===== src/rtl/cm138_scan_driver.sv =====
// Registered select/enable sequencer for a CM138 3-to-8 decoder: setup, strobe, hold per address.
// Define SCAN_WRAP_EN to make scan mode wrap from address 7 back to 0 until stop is handled.
module cm138_scan_driver #(
    parameter int SETUP_CYC  = 1,
    parameter int STROBE_CYC = 2,
    parameter int HOLD_CYC   = 1
) (
    input  logic       clk,
    input  logic       rst,
    input  logic       start,
    input  logic       mode,
    input  logic [2:0] addr_in,
    input  logic       stop,
    output logic       a,
    output logic       b,
    output logic       c,
    output logic       d,
    output logic       e,
    output logic       f,
    output logic       busy,
    output logic       done
);

    typedef enum logic [1:0] {IDLE, SETUP, STROBE, HOLD} state_t;

    // Counter load values: a phase of N cycles counts N-1 down to 0.
    localparam logic [3:0] SETUP_LD  = 4'(SETUP_CYC - 1);
    localparam logic [3:0] STROBE_LD = 4'(STROBE_CYC - 1);
    localparam logic [3:0] HOLD_LD   = 4'(HOLD_CYC - 1);

    state_t     state, state_nxt;
    logic [3:0] cnt, cnt_nxt;
    logic [2:0] addr, addr_nxt;
    logic       mode_q, mode_nxt;
    logic       stop_pending, stop_nxt;
    logic       done_nxt;
    logic       en_nxt;
    logic       busy_nxt;
    logic       phase_end;

    assign phase_end = (cnt == 4'd0);

    // State register; outputs are registered from the next-state decode so they switch with the state.
    always_ff @(posedge clk) begin
        if (rst) begin
            state        <= IDLE;
            cnt          <= 4'd0;
            addr         <= 3'd0;
            mode_q       <= 1'b0;
            stop_pending <= 1'b0;
            a            <= 1'b0;
            b            <= 1'b0;
            c            <= 1'b0;
            d            <= 1'b0;
            e            <= 1'b1;
            f            <= 1'b1;
            busy         <= 1'b0;
            done         <= 1'b0;
        end else begin
            state        <= state_nxt;
            cnt          <= cnt_nxt;
            addr         <= addr_nxt;
            mode_q       <= mode_nxt;
            stop_pending <= stop_nxt;
            a            <= addr_nxt[0];
            b            <= addr_nxt[1];
            c            <= addr_nxt[2];
            d            <= en_nxt;
            e            <= ~en_nxt;
            f            <= ~en_nxt;
            busy         <= busy_nxt;
            done         <= done_nxt;
        end
    end

    always_comb begin
        state_nxt = state;
        cnt_nxt   = (cnt != 4'd0) ? cnt - 4'd1 : cnt;
        addr_nxt  = addr;
        mode_nxt  = mode_q;
        stop_nxt  = stop_pending | (stop & mode_q);
        done_nxt  = 1'b0;
        case (state)
            IDLE: begin
                cnt_nxt  = 4'd0;
                stop_nxt = 1'b0;
                if (start) begin
                    state_nxt = SETUP;
                    cnt_nxt   = SETUP_LD;
                    mode_nxt  = mode;
                    addr_nxt  = mode ? 3'd0 : addr_in;
                end
            end
            SETUP: begin
                if (phase_end) begin
                    state_nxt = STROBE;
                    cnt_nxt   = STROBE_LD;
                end
            end
            STROBE: begin
                if (phase_end) begin
                    state_nxt = HOLD;
                    cnt_nxt   = HOLD_LD;
                end
            end
            HOLD: begin
                if (phase_end) begin
                    if (!mode_q || stop_pending) begin
                        state_nxt = IDLE;
                        stop_nxt  = 1'b0;
                        done_nxt  = 1'b1;
                    end else if (addr != 3'd7) begin
                        state_nxt = SETUP;
                        cnt_nxt   = SETUP_LD;
                        addr_nxt  = addr + 3'd1;
                    end else begin
`ifdef SCAN_WRAP_EN
                        state_nxt = SETUP;
                        cnt_nxt   = SETUP_LD;
                        addr_nxt  = 3'd0;
`else
                        state_nxt = IDLE;
                        stop_nxt  = 1'b0;
                        done_nxt  = 1'b1;
`endif
                    end
                end
            end
            default: begin
                state_nxt = IDLE;
                cnt_nxt   = 4'd0;
            end
        endcase
    end

    always_comb begin
        en_nxt   = (state_nxt == STROBE);
        busy_nxt = (state_nxt != IDLE);
    end

endmodule

===== config.mk =====
export PLATFORM = sky130hd
export DESIGN_NAME = cm138_scan_driver
export DESIGN_NICKNAME = d
export VERILOG_FILES = /design/src/rtl/cm138_scan_driver.sv
export SDC_FILE = /design/constraint.sdc
export NUM_CORES = 1
export LEC_CHECK = 0
export ABC_AREA = 1
export BUFFER_PORTS_ARGS = -buffer_cell sky130_fd_sc_hd__buf_2
export CORE_AREA = 2 2 44 46
export CTS_CLUSTER_DIAMETER = 80
export DETAILED_ROUTE_END_ITERATION = 6
export DIE_AREA = 0 0 46 48
export PLACE_DENSITY = 0.72
export SETUP_SLACK_MARGIN = 0.15
export SYNTH_ARGS = -nofsm -noshare
export SYNTH_HDL_FRONTEND = slang
export SYNTH_SLANG_ARGS = --single-unit

===== constraint.sdc =====
create_clock -name clk -period 2 [get_ports clk]
set_clock_uncertainty 0.1 [all_clocks]
set_input_delay 0.2 -clock clk [delete_from_list [all_inputs] [get_ports clk]]
set_output_delay 0.2 -clock clk [all_outputs]
set_load 0.01 [all_outputs]

==> metrics.txt <==
Yosys top cell by area=dfxtp_1; Max-Cap Viols=0; Unique masters post-synth=21; reg2reg setup slack=about 0.32 ns; Layout area overhead=12.85%; FMAX=595.3 MHz; cts bufs inserted=3; RSZ-0062 raised after global routing=no; initial antenna violation count=0; status=finished clean; via count=757; vias in the first global route=650; top cells by area, synth=dfxtp_1 (34%), ha_1 (11%), nand2_1 (8.5%); DRT Wirelength=1.628 mm; #FFs+latches synth=15; Post-CTS Hold Fix Bufs=0; Crit. End Element=flip-flop; Worst Tran Pin Value=0.2911 ns; Psw=~0.25 mW; Yosys warning count=0; I/O pin cnt=16; Nets=~150; post-synthesis net count=135; worst r2r src=cnt[0]$_SDFF_PP0_; CP Class=reg -> reg; Clk pwr share=between 20% and 30%; Post-synth EDFFs=0; Pleak=0.5306 nW; CTS tree=built; HP Class=in -> reg; most frequent cell after synthesis=nand2_1; die height=about 48 µm; Setup Buffers After CTS=0; Fin Hold WS=0.1011 ns; first-pass GRT wire length=between 2 and 3 mm; # diodes=0; Worst VDD drop=0.5548 mV; Sw Ratio=between 30% and 40%; setup TNS=0 ns; most common flop cell mapped by yosys=dfxtp_1; Worst Path Required=about 2.1 ns; clk slew on worst S/H paths=0.08 ns; period utilization=about 84%; PD cells=716.6 mW/mm²; gr ovfl total=0; DP Cell Count=~150; routability cong.=between 0.8 and 0.9; Placement Rows=15; Slew Viols, Final=0; drt first-iter violations=17; Syn Area/Cell=between 7 and 8 µm²; largest net degree at the start of global routing=10; crit-path max FO=6; Die Wd=approximately 46 µm; critical path arrival=between 1.5 and 2 ns; DR pass1 iterations=4; WL/cell=approximately 11 µm; worst r2r dst=cnt[0]$_SDFF_PP0_; placed wire-length estimate=1.289 mm; ys async rst share=0%; worst skew pair latency=~0.29 ns; Post-synth top cells=nand2_1 (20), dfxtp_1 (15), inv_1 (15), a21oi_1 (12), nand3_1 (11); Internal Power=0.4707 mW; crit path to=cnt[0]$_SDFF_PP0_; Fin. Hold Viols=0; Final ANT Viol Nets=0; combinational share of power=29.7%; clock sink count=15; post-synthesis instance total=roughly 120; port bufs=15; Die ar.=roughly 0.0022 mm²; DRC=0; endpoints failing setup=0; core area=0.001689 mm²; sequential area share after synthesis=about 34%; setup slack at placement=just over 0.3 ns; GRT Total Usage=16.93%; share of layout cells above drive strength 1=just over 30%; Setup WS post-layout=0.3203 ns; clock period minus worst slack=around 1.7 ns; Worst setup SP type=flip-flop; fin cells=around 150; Critical Path Start=cnt[0]$_SDFF_PP0_; Clock Path Buffers=2; Initial Util=between 50% and 60%; H-tree levels=1; root buffer cell=clkbuf_4; R2R cell count=8; slew margin rel.=about four fifths; mapped cell area=~900 µm²; Final Total Pwr=just over 0.7 mW; Reg power frac=about 46%; share of the synthesized area in the top cell type=roughly a third; vias per cell=4.948
-- power by group through the flow --
stage,logic [mW],clock network [mW],registers (mW)
detailed placement,0.211,0,0.338
floorplan,0.160,0,0.342
global route,0.242,0.183,0.334
finish,0.213,0.173,0.331
CTS,0.212,0.176,0.331
global placement,0.209,0,0.338
-- through the flow --
| step | cell area (µm²) | util [%] |
|---|---|---|
| 6_report | 999.7 | 59.19 |
| 5_1_grt | 999.7 | 59.19 |
| 4_1_cts | 997.2 | 59.04 |
| 3_5_place_dp | 969.7 | 57.41 |
| 3_3_place_gp | 969.7 | 57.41 |
| 2_1_floorplan | 885.9 | - |
-- critical path, stage by stage (launching register included) --
cell,delay [ns]
dfxtp_1,0.32
inv_1,0.11
ha_2,0.23
nand3_2,0.16
ha_1,0.30
nand3b_1,0.15
nand2_1,0.07
nand2_1,0.04
a21oi_1,0.13
-- layout by cell type, fill, tap and decap left out, drive strengths merged --
cell,instances
o21ai,1
clkinv,1
nand2,30
inv,19
dfxtp,15
nor2,8
nand3,15
xor2,1
nand4,3
nand3b,1
nor3,3
ha,8
buf,15
a21oi,12
clkbuf,3
or2,1
-- layer usage --
metal	share of wire (%)	track usage, %	up-vias
met2	43	26.39	19
met5	0	0	-
met1	49	21.27	317
met4	3.1	12.57	0
met3	4.9	2.264	5
li1	-	-	416
-- layout make-up --
cell class,count,area [µm²]
timing repair buffer,15,75.07
tap,17,21.27
sequential,15,300.3
fill,166,689.4
multi-input combinational,83,504.2
clock buffer,3,22.52
inverter,19,71.32
clock inverter,1,5.005
-- worst min-delay path by stage --
stage                          from             endpoint  slack (ns)  depth (start not counted)
after floorplan               start  mode_q$_SDFFE_PP0P_        0.29                          2
after global placement    flip-flop            flip-flop        0.37                          2
after detailed placement  flip-flop            flip-flop        0.38                          2
after CTS                       rst            flip-flop         0.1                          2
after global routing            rst            flip-flop        0.12                          2
final                           rst            flip-flop        0.10                          2
-- repair_timing --
item	CTS	global route
endpoints found under the hold margin	0	0
setup endpoints to repair	0	1
gates resized for setup	0	1
-- kinds of logic (layout without fill, tap and decap cells) --
kind of cell / count (synthesis) / in the layout / synth area share (%)
buffers and inverters: 21 / 38 / 9.462
AOI/OAI and AO/OA: 13 / 13 / 7.344
xor gates and xnor gates: 1 / 1 / 0.9889
DFF: 15 / 15 / 33.90
and+or+nand+nor: 61 / 61 / 37.01
adders and majority gates: 8 / 8 / 11.30
(Power assumes the default switching activity.)
